## src/rtl/conv_pkg.sv

```systemverilog
// Shared widths, FSM encoding and filter lane helper for the 3x3 convolution engine.
package conv_pkg;
    localparam int DATA_W   = 8;
    localparam int ACC_W    = 20;
    localparam int OUT_DIM  = 28;
    localparam int ROW_WAIT = 2;
    localparam int TAPS     = 9;
    localparam int PROD_W   = 2 * DATA_W;

    typedef enum logic [2:0] {
        ST_IDLE,
        ST_CAPTURE,
        ST_SHIFT,
        ST_ROW_ADV,
        ST_DRAIN
    } state_e;

    // Coefficient k = row*3 + col sits in byte lane k of the packed filter word.
    function automatic logic [DATA_W-1:0] coef_lane(input logic [TAPS*DATA_W-1:0] filt,
                                                    input int unsigned k);
        return filt[k*DATA_W +: DATA_W];
    endfunction
endpackage

```

## src/rtl/conv3x3_mac.sv

```systemverilog
// Two-stage unsigned 3x3 multiply-accumulate: nine registered products, then a registered adder tree.
module conv3x3_mac
    import conv_pkg::*;
(
    input  logic                   clk,
    input  logic                   rst,
    input  logic                   in_valid,
    input  logic [3*DATA_W-1:0]    line1,
    input  logic [3*DATA_W-1:0]    line2,
    input  logic [3*DATA_W-1:0]    line3,
    input  logic [TAPS*DATA_W-1:0] filter_in,
    output logic                   out_valid,
    output logic [ACC_W-1:0]       result,
    output logic                   pipe_busy
);
    logic [DATA_W-1:0] pix [TAPS];
    logic [PROD_W-1:0] prod_p1 [TAPS];
    logic              vld_p1;
    logic              vld_p2;
    logic [ACC_W-1:0]  sum_d;
    logic [ACC_W-1:0]  sum_p2;

    always_comb begin
        for (int c = 0; c < 3; c++) begin
            pix[c]     = line1[c*DATA_W +: DATA_W];
            pix[3 + c] = line2[c*DATA_W +: DATA_W];
            pix[6 + c] = line3[c*DATA_W +: DATA_W];
        end
    end

    // Stage 1: products
    always_ff @(posedge clk) begin
        if (in_valid) begin
            for (int k = 0; k < TAPS; k++) begin
                prod_p1[k] <= PROD_W'(pix[k]) * PROD_W'(coef_lane(filter_in, k));
            end
        end
    end

    always_comb begin
        sum_d = '0;
        for (int k = 0; k < TAPS; k++) begin
            sum_d = sum_d + ACC_W'(prod_p1[k]);
        end
    end

    // Stage 2: adder tree; result holds between write-backs
    always_ff @(posedge clk or negedge rst) begin
        if (!rst) begin
            vld_p1 <= 1'b0;
            vld_p2 <= 1'b0;
            sum_p2 <= '0;
        end else begin
            vld_p1 <= in_valid;
            vld_p2 <= vld_p1;
            if (vld_p1) begin
                sum_p2 <= sum_d;
            end
        end
    end

    assign out_valid = vld_p2;
    assign result    = sum_p2;
    assign pipe_busy = vld_p1 | vld_p2;
endmodule

```

## src/rtl/conv3x3_engine.sv

```systemverilog
// Walks a 3x3 window over a 30x30 image held in external storage, producing a 28x28 raster of sums.
module conv3x3_engine
    import conv_pkg::*;
(
    input  logic                   clk,
    input  logic                   rst,
    input  logic                   start,
    input  logic                   stall,
    input  logic [3*DATA_W-1:0]    line1,
    input  logic [3*DATA_W-1:0]    line2,
    input  logic [3*DATA_W-1:0]    line3,
    input  logic [TAPS*DATA_W-1:0] filter_in,
    output logic                   shift_en,
    output logic                   wb_en,
    output logic [ACC_W-1:0]       result,
    output logic                   busy,
    output logic                   done,
    output logic [4:0]             col_idx,
    output logic [4:0]             row_idx
);
    localparam logic [4:0] LAST      = 5'(OUT_DIM - 1);
    localparam logic [1:0] WAIT_LAST = 2'(ROW_WAIT - 1);

    state_e     state_q, state_d;
    logic [4:0] col_q, col_d;
    logic [4:0] row_q, row_d;
    logic [1:0] wait_q, wait_d;
    logic       cap_vld;
    logic       pipe_busy;

    always_ff @(posedge clk or negedge rst) begin
        if (!rst) begin
            state_q <= ST_IDLE;
            col_q   <= '0;
            row_q   <= '0;
            wait_q  <= '0;
        end else begin
            state_q <= state_d;
            col_q   <= col_d;
            row_q   <= row_d;
            wait_q  <= wait_d;
        end
    end

    // Stall freezes every transition; the MAC pipeline keeps draining independently.
    always_comb begin
        state_d  = state_q;
        col_d    = col_q;
        row_d    = row_q;
        wait_d   = wait_q;
        shift_en = 1'b0;
        cap_vld  = 1'b0;
        done     = 1'b0;
        if (!stall) begin
            case (state_q)
                ST_IDLE: begin
                    if (start) begin
                        col_d   = '0;
                        row_d   = '0;
                        state_d = ST_CAPTURE;
                    end
                end
                ST_CAPTURE: begin
                    cap_vld = 1'b1;
                    state_d = ST_SHIFT;
                end
                ST_SHIFT: begin
                    shift_en = 1'b1;
                    if (col_q != LAST) begin
                        col_d   = col_q + 5'd1;
                        state_d = ST_CAPTURE;
                    end else if (row_q != LAST) begin
                        col_d   = '0;
                        row_d   = row_q + 5'd1;
                        wait_d  = '0;
                        state_d = ST_ROW_ADV;
                    end else begin
                        state_d = ST_DRAIN;
                    end
                end
                ST_ROW_ADV: begin
                    if (wait_q == WAIT_LAST) begin
                        state_d = ST_CAPTURE;
                    end else begin
                        wait_d = wait_q + 2'd1;
                    end
                end
                ST_DRAIN: begin
                    if (!pipe_busy) begin
                        done    = 1'b1;
                        col_d   = '0;
                        row_d   = '0;
                        state_d = ST_IDLE;
                    end
                end
                default: state_d = ST_IDLE;
            endcase
        end
    end

    assign busy    = (state_q != ST_IDLE) && !done;
    assign col_idx = col_q;
    assign row_idx = row_q;

    conv3x3_mac u_mac (
        .clk       (clk),
        .rst       (rst),
        .in_valid  (cap_vld),
        .line1     (line1),
        .line2     (line2),
        .line3     (line3),
        .filter_in (filter_in),
        .out_valid (wb_en),
        .result    (result),
        .pipe_busy (pipe_busy)
    );
endmodule

```

## config.mk

```make
export PLATFORM = sky130hd
export DESIGN_NAME = conv3x3_engine
export DESIGN_NICKNAME = d
export VERILOG_FILES = /design/src/rtl/conv_pkg.sv /design/src/rtl/conv3x3_mac.sv /design/src/rtl/conv3x3_engine.sv
export SDC_FILE = /design/constraint.sdc
export NUM_CORES = 2
export LEC_CHECK = 0
export ABC_AREA = 1
export CORE_MARGIN = 2
export CORE_UTILIZATION = 68
export DETAILED_ROUTE_END_ITERATION = 7
export GPL_TIMING_DRIVEN = 0
export PLACE_DENSITY = 0.86
export SLEW_MARGIN = 20
export SYNTH_ARGS = -nofsm -noshare
export SYNTH_HDL_FRONTEND = slang
export SYNTH_SLANG_ARGS = --single-unit
export TNS_END_PERCENT = 20
```

## constraint.sdc

```tcl
create_clock -name clk -period 13.6 [get_ports clk]
set_input_delay 2.72 -clock clk [delete_from_list [all_inputs] [get_ports clk]]
set_output_delay 2.72 -clock clk [all_outputs]
set_load 0.05 [all_outputs]
```

======== Yosys cells after proc, flatten, opt, wreduce, memory -nomap -nowiden ========
Memory sizes are Yosys's and may differ from the RTL's.
Index checks and enable logic that the tools add are counted.
word-level totals
  word-level logic and storage cells ...... 81
  flip-flop bits (word level) ............. 37
  output and inout port bits .............. 34
  bits in writable memories ............... 144
  memories ................................ 1
cells by class
  equality and inequality tests ........... 14
  multipliers ............................. 9
  reductions and logical operators ........ 10
  $add $sub $neg .......................... 11
  multiplexer cells ....................... 27
  bitwise logic cells ..................... 2
memory list
  memory         words  bits a word  rd ports  clocked after Yosys merged registers in  wr ports  line               text
  u_mac.prod_p1  9      16           9         0                                        9         conv3x3_mac.sv:17  logic [PROD_W-1:0] prod_p1 [TAPS];
operators with widths
  cell                                                  count
  multiplier 8 x 8 -> 16 bit                            9
  adder 20 x 16 -> 20 bit                               7
  two-way mux 5 bit                                     6
  one-hot mux 5 bit (3 select lines)                    2
  adder 16 x 16 -> 17 bit                               1
  two-way mux 3 bit                                     5
  one-hot mux 3 bit (5 select lines)                    1
  inequality test 2 bit (second input constant)         6
  adder 5 x 1 -> 5 bit (second input constant)          2
  inequality test 5 bit (second input constant)         2
  AND reduction 5 bit                                   2
  two-way mux 1 bit                                     9
  equality test 3 x 2 -> 1 bit (second input constant)  2
  two-way mux 2 bit                                     3
  AND reduction 6 bit                                   1
  nonzero test 3 bit                                    2
  one-hot mux 2 bit (2 select lines)                    1
  AND reduction 4 bit                                   1
  equality test 3 x 1 -> 1 bit (second input constant)  1
  equality test 3 bit (second input constant)           1
  zero test 3 bit                                       1
  inequality test 3 bit (second input constant)         1
  adder 2 x 1 -> 2 bit (second input constant)          1
  equality test 2 x 1 -> 1 bit (second input constant)  1
  5 further kinds                                       5

======== Depth between registers and ports, before layout ========
An unclocked memory read counts as a cell.
  word-level depth ........................ 9
  mapped depth ............................ 26

======== Modules after synthesis ========
Synthesis repeated with hierarchy kept, for this count alone.
unflattened totals
  cell total of the unflattened synthesis .. 3,861
  area total of the unflattened synthesis .. 30,415.4 um^2
modules (own cells, without submodules)
  module          area each (um^2)  sequential area each (um^2)  cells an instance  times used
  conv3x3_mac     29,354.4          4,874.7                      3,709              1
  conv3x3_engine  1,061.0           375.4                        152                1

======== Least setup slack after synthesis ========
No wires, ideal clock.
  path type ............................... input to register
  start point ............................. in stall
  end point ............................... reg u_mac.vld_p1
  path slack .............................. 4,162 ps
  arrival ................................. 8,682 ps
  setup time .............................. 755 ps
  stages on the path ...................... 1
  path through ............................ nor2_1
between the ends
  cells in the longest elaborated chain, start to end .. 1
RTL lines
  item                  line                  text
  start, declared       conv3x3_engine.sv:8   input logic stall,
  two-way mux 1 bit     conv3x3_engine.sv:54  if (!stall) begin
  end signal, assigned  conv3x3_mac.sv:54     vld_p1 <= in_valid;
  end, declared         conv3x3_mac.sv:18     logic vld_p1;
Every way passes these cells.
A chain may end at the register's enable or synchronous reset.

======== Worst setup path in the final report ========
  start point ............................. in stall
  end point ............................... out done
between the ends
  cells in the longest elaborated chain, start to end .. 1
RTL lines
  item               line                  text
  two-way mux 1 bit  conv3x3_engine.sv:54
  end, declared      conv3x3_engine.sv:17  output logic done,
Every way passes these cells.

==> flow_metrics.tcl <==
set metrics [dict create \
    reg2reg_from "u_mac.prod_p1[0][16]" \
    cp_max_fo 5 \
    cts_tree "done" \
    crit_required_ns 10.88 \
    nets 4750 \
    grt.overflow.total 0 \
    drtIter0Drc 1791 \
    portBuffers 37 \
    synth_area_um2 30100 \
    critPathLaunchType "input pin" \
    critical_path_class "input pin to output port" \
    ys_top_cells_by_count "1,047 x inv_1, 977 x nand2_1, 420 x fa_1" \
    syn_nets 4688 \
    min_path_type "flip-flop to flip-flop" \
    layout_min_cycle_time_ns 7.35 \
    cts_buffers 17 \
    rsz0062_at_grt "no" \
    synth_seq_area_share 0.175 \
    post_cts_buffers 0 \
    critPathTopFamily "buffers and inverters" \
    synth-edff-count 144 \
    rr_worst_depth 20 \
    vias 23400 \
    design.core.area_um2 43900 \
    row_count 77 \
    critPathSlowestCell "clkdlybuf4s50_1" \
    wl_per_cell_um 15.2 \
    grt_pass1_wl_um 114000 \
    drt_wl_total_um 67100 \
    clk_pin_slew_ns 0.06 \
    r2r_end "u_mac.result[10]" \
    cts-htree-levels 4 \
    async_flop_share 0.204 \
    ys_types 46 \
    fillers 3282 \
    critPathMostFrequentCell "clkdlybuf4s50_1" \
    end_kind "output port" \
    gp_congestion 0.954 \
    hold_depth 0 \
    fin_worst_skew_ns 0.0102 \
    max_freq_ghz 0.136 \
    fp.dieH_um 214 \
    antenna_found_initial 1 \
    cts_resized 0 \
    hold_viol_final 0 \
    numClockSinks 181 \
    setup_tns_ns 0 \
    yosysTopAreaCell "fa_1" \
    status "finished, final reports clean" \
    initial_core_util 0.685 \
    path_cells "clkdlybuf4s50_1 > nor4_1 > clkdlybuf4s50_1" \
    setup_viol 0 \
    min_to "u_mac.out_valid" \
    synth_top_area_share 0.280 \
    root_buffer "clkbuf_16" \
    cts_hold_buffers 0 \
    clock_latency_ns 0.45 \
    drv_slew 0 \
    synthCells 3756 \
    firstDrtPassIters 6 \
    drc_errors 0 \
    grt_use_total 0.305 \
    hpwl_um 55800 \
    grt_max_degree 31 \
    r2r_slack_ns 8.32 \
    drive_gt1_frac 0.0222 \
    yosys.cell_count.top_type "inv_1" \
    hold_start "u_mac.vld_p1" \
    io_pins 182 \
    drt.antenna.violating_nets 0 \
    synth.area.top_cells "fa_1 28%, ha_1 15%, edfxtp_1 14%" \
    vias_per_cell 5.29 \
    first_global_vias 23800 \
    die_w_um 214 \
    synth.avg_cell_area_um2 8.01 \
    crit_buf_inv 2 \
    maxCapViolations 0 \
    synthFlopType "edfxtp_1" \
    ys_seq_elements 181 \
    cts_buffer_depth 2 \
    max_stage_delay_ns 0.89 \
    arrival_ns 4.63 \
    die_area_um2 45900 \
    syn_to_final_growth_pct 6.05 \
    fin_crit_sh 0.540 \
    yosys_warnings 0 \
    worst_pin_slew_ns 0.693 \
    slew_headroom 0.538 \
]
[cell families after synthesis]
group,Yosys count,synth area share
AND/OR/NAND/NOR,1262,0.171
flip-flops,181,0.175
adder cells (fa/ha/maj),784,0.431
buffers and inverters,1202,0.151
XOR/XNOR,106,0.0309
AO/OA/AOI/OAI,221,0.0421
[registers in the layout, indices dropped and copies added (netlist names)]
signal,cells
u_mac.prod_p1,144
wait_q,2
col_idx,5
u_mac.result,20
state_q,3
u_mac.vld_p1,1
u_mac.out_valid,1
row_idx,5
[final cells by class]
class,count,area (um2),area share
well taps,592,741,0.0232
clock buffers,19,433,0.0136
repair buffers,43,493,0.0155
multi-input cells,2373,20300,0.636
clock inverters,12,143,0.00447
flip-flops and latches,181,5250,0.165
plain buffers,149,587,0.0184
diodes,1,2.50,0.0000784
inverters,1053,3960,0.124
[placed cells by master (no fill, tap or decap), types with 5 or more instances in the layout]
| cell | netlist | final |
|---|---|---|
| xnor2_1 | 43 | 43 |
| clkbuf_16 | 0 | 17 |
| inv_1 | 1047 | 1047 |
| buf_12 | 0 | 5 |
| fa_1 | 420 | 420 |
| nand3b_1 | 6 | 6 |
| nand3_1 | 97 | 97 |
| inv_2 | 5 | 5 |
| nand4_1 | 27 | 27 |
| o21bai_1 | 17 | 17 |
| clkdlybuf4s50_1 | 0 | 36 |
| dfrtp_1 | 37 | 37 |
| nand2_4 | 6 | 6 |
| a21o_1 | 15 | 15 |
| nand2_1 | 977 | 977 |
| nor2_1 | 101 | 100 |
| ha_1 | 364 | 364 |
| a21oi_1 | 98 | 98 |
| clkbuf_1 | 137 | 139 |
| o21ai_2 | 8 | 8 |
| o21ai_1 | 10 | 10 |
| a31oi_1 | 24 | 24 |
| nor3_1 | 26 | 26 |
| edfxtp_1 | 144 | 144 |
| buf_2 | 10 | 11 |
| o21ai_0 | 42 | 42 |
| xor2_1 | 63 | 63 |
[metal layers]
metal | global-route usage | share of wire
met5 | 0 | 0
met4 | 0.0907 | 0.029
met3 | 0.0356 | 0.063
met2 | 0.532 | 0.50
met1 | 0.404 | 0.41
[per-stage QoR]
| stage | hold WS [ns] | instances | instance area (um2) | util | setup slack [ns] |
|---|---|---|---|---|---|
| after floorplan | 0.374 | 3756 | 30100 | - | 4.16 |
| after global placement | 0.378 | 4385 | 31200 | 0.710 | 1.20 |
| after detailed placement | 0.384 | 4391 | 31300 | 0.713 | 6.25 |
| after CTS | 0.399 | 4422 | 31900 | 0.726 | 6.25 |
| after global routing | 0.423 | 4423 | 31900 | 0.726 | 6.19 |
| final | 0.396 | 4423 | 31900 | 0.726 | 6.25 |
[worst reg2reg max path, stage by stage, from the launching register on]
cell      delay (ns)
edfxtp_1        0.42
ha_1            0.19
inv_1           0.05
fa_1            0.41
o21ai_2         0.27
a31oi_1         0.17
xnor2_1         0.17
fa_1            0.57
inv_1           0.09
fa_1            0.46
fa_1            0.49
inv_1           0.06
fa_1            0.41
ha_1            0.40
nand2_1         0.12
inv_1           0.07
a21oi_1         0.14
nand2_1         0.12
or2_2           0.29
nand3_1         0.19
nand2_1         0.08
[worst max path at each step]
| stage | end | slack, ns | cells past startpoint | startpoint |
|---|---|---|---|---|
| after floorplan | u_mac.vld_p1 | 4.16 | 1 | stall |
| after global placement | u_mac.vld_p1 | 1.20 | 2 | stall |
| after detailed placement | done | 6.25 | 3 | stall |
| after CTS | done | 6.25 | 3 | stall |
| after global routing | done | 6.19 | 3 | stall |
| final | done | 6.25 | 3 | stall |
Power is left out: the tool's default activity adds up to more than one toggle a clock period on the data nets, which glitch-free logic cannot reach.
==> RTL change, RTL diff (same settings) <==
The 5 states of `state_e` get a one-hot encoding in 5 bits.
--- a/src/rtl/conv_pkg.sv
+++ b/src/rtl/conv_pkg.sv
@@ -9,8 +9,8 @@
 
-    typedef enum logic [2:0] {
-        ST_IDLE,
-        ST_CAPTURE,
-        ST_SHIFT,
-        ST_ROW_ADV,
-        ST_DRAIN
+    typedef enum logic [4:0] {
+        ST_IDLE    = 5'b00001,
+        ST_CAPTURE = 5'b00010,
+        ST_SHIFT   = 5'b00100,
+        ST_ROW_ADV = 5'b01000,
+        ST_DRAIN   = 5'b10000
     } state_e;
Check against the original RTL: no difference found for any inputs over 4 cycles, from zero or initial values and one cycle with rst low; so few cycles prove little.
==> RTL change against the unedited design <==
Wire length shrank 1.2%; critical path depth grew 1; worst hold slack lost 0.024 ns; sequential cell count grew 2; setup slack gained 0.22 ns; design area grew 0.31%; die area grew 0.41%; synthesized area grew 0.42%.
Power is not shown: default switching activity piles up to over one toggle a cycle in this logic, so the estimate is an artifact.
==> RTL change: results (changes against the unedited design) <==
[run_status]
status=complete, no violations

[global_routing]
use_met1_pct=40.88  ; +0.52 points
antenna_found_initial=5  ; +4
grt_pass1_vias=24170  ; +1.6%
grt_max_degree=76  ; +150%
grt_usage_pct=30.09  ; -0.44 points
grt_use_met2_pct=50.44  ; -2.8 points

[critical_path]
reg2reg_to=u_mac.result[18]
r2r_cells=24  ; +20%
reg2reg_from=u_mac.prod_p1[0][0]
cp-endpoint=busy
cp.arrival_ns=4.41  ; -0.22 ns
crit_start=stall
rrSetupSlack_ns=8.21  ; -0.11 ns

[route]
met1Wirelength_um=28120  ; +2.2%
drt-pass1-iter-count=5  ; -1
routedWlPerCell_um=14.85  ; -2.1%
vias_per_cell=5.302  ; +0.15%
initialDrtViolationCount=2016  ; +13%
wl_met2_um=31670  ; -5.2%
wl_met3_um=4579  ; +8.4%

[place]
dpl.hpwl_um=54270  ; -2.7%
post_dp_cell_area_mm2=0.03137  ; +0.17%
dp_cells=4425  ; +0.77%
pre_cts_ws_ns=6.470  ; +0.2212 ns
place_congestion=0.9332  ; -2.2%

[synth]
synth.area.top_cells=fa_1 (28%), ha_1 (15%), edfxtp_1 (14%)
ys_warn_count=0  ; unchanged
ys_seq_area_share_pct=17.55  ; +0.098 points
syn_nets=4726  ; +0.81%
synthTopCellsByCount=inv_1 (1051), nand2_1 (1001), fa_1 (420), ha_1 (364), edfxtp_1 (144)
ys_types=41  ; -11%
syn_inst=3794  ; +1.0%

[hold_path]
hold_path.class=reg -> reg

[finish]
multi_input_area_mm2=0.02036  ; +0.34%
final_nets=4784  ; +0.72%
largest_register=u_mac.prod_p1
final_layout_size_suffix_gt1_share_pct=2.070  ; -0.15 points

[sta]
fin_skew_ns=0.01516  ; +0.005001 ns
slew_headroom_pct=62.77  ; +9.0 points
whs_ns=0.3723  ; -0.02395 ns

RTL change: cell type report:
type	count	area share [%]
Multi-Input combinational cell	2405	63.64
Inverter	1057	12.42
Tap cell	592	2.315
Sequential cell	183	16.57
Clock inverter	14	0.5788
Timing Repair Buffer	39	1.314
Antenna cell	5	0.03911
Buffer	149	1.795
Clock buffer	17	1.330
RTL change: worst max-delay path, cell delays in order:
cell	delay [ns]
clkdlybuf4s50_1	0.59
nor3_1	0.11
a31oi_1	0.16
clkdlybuf4s50_1	0.82
RTL change: cells by family (layout without fill, tap and decap cells):
group                    Yosys count  after routing  share of synthesized area, %
adder cells (fa/ha/maj)          784            784                         42.92
AO/OA/AOI/OAI                    225            225                         4.230
flip-flops                       183            183                         17.55
other                              0              5                             0
buffers and inverters           1206           1276                         15.04
XOR/XNOR                         106            106                         3.074
AND/OR/NAND/NOR                 1290           1290                         17.19
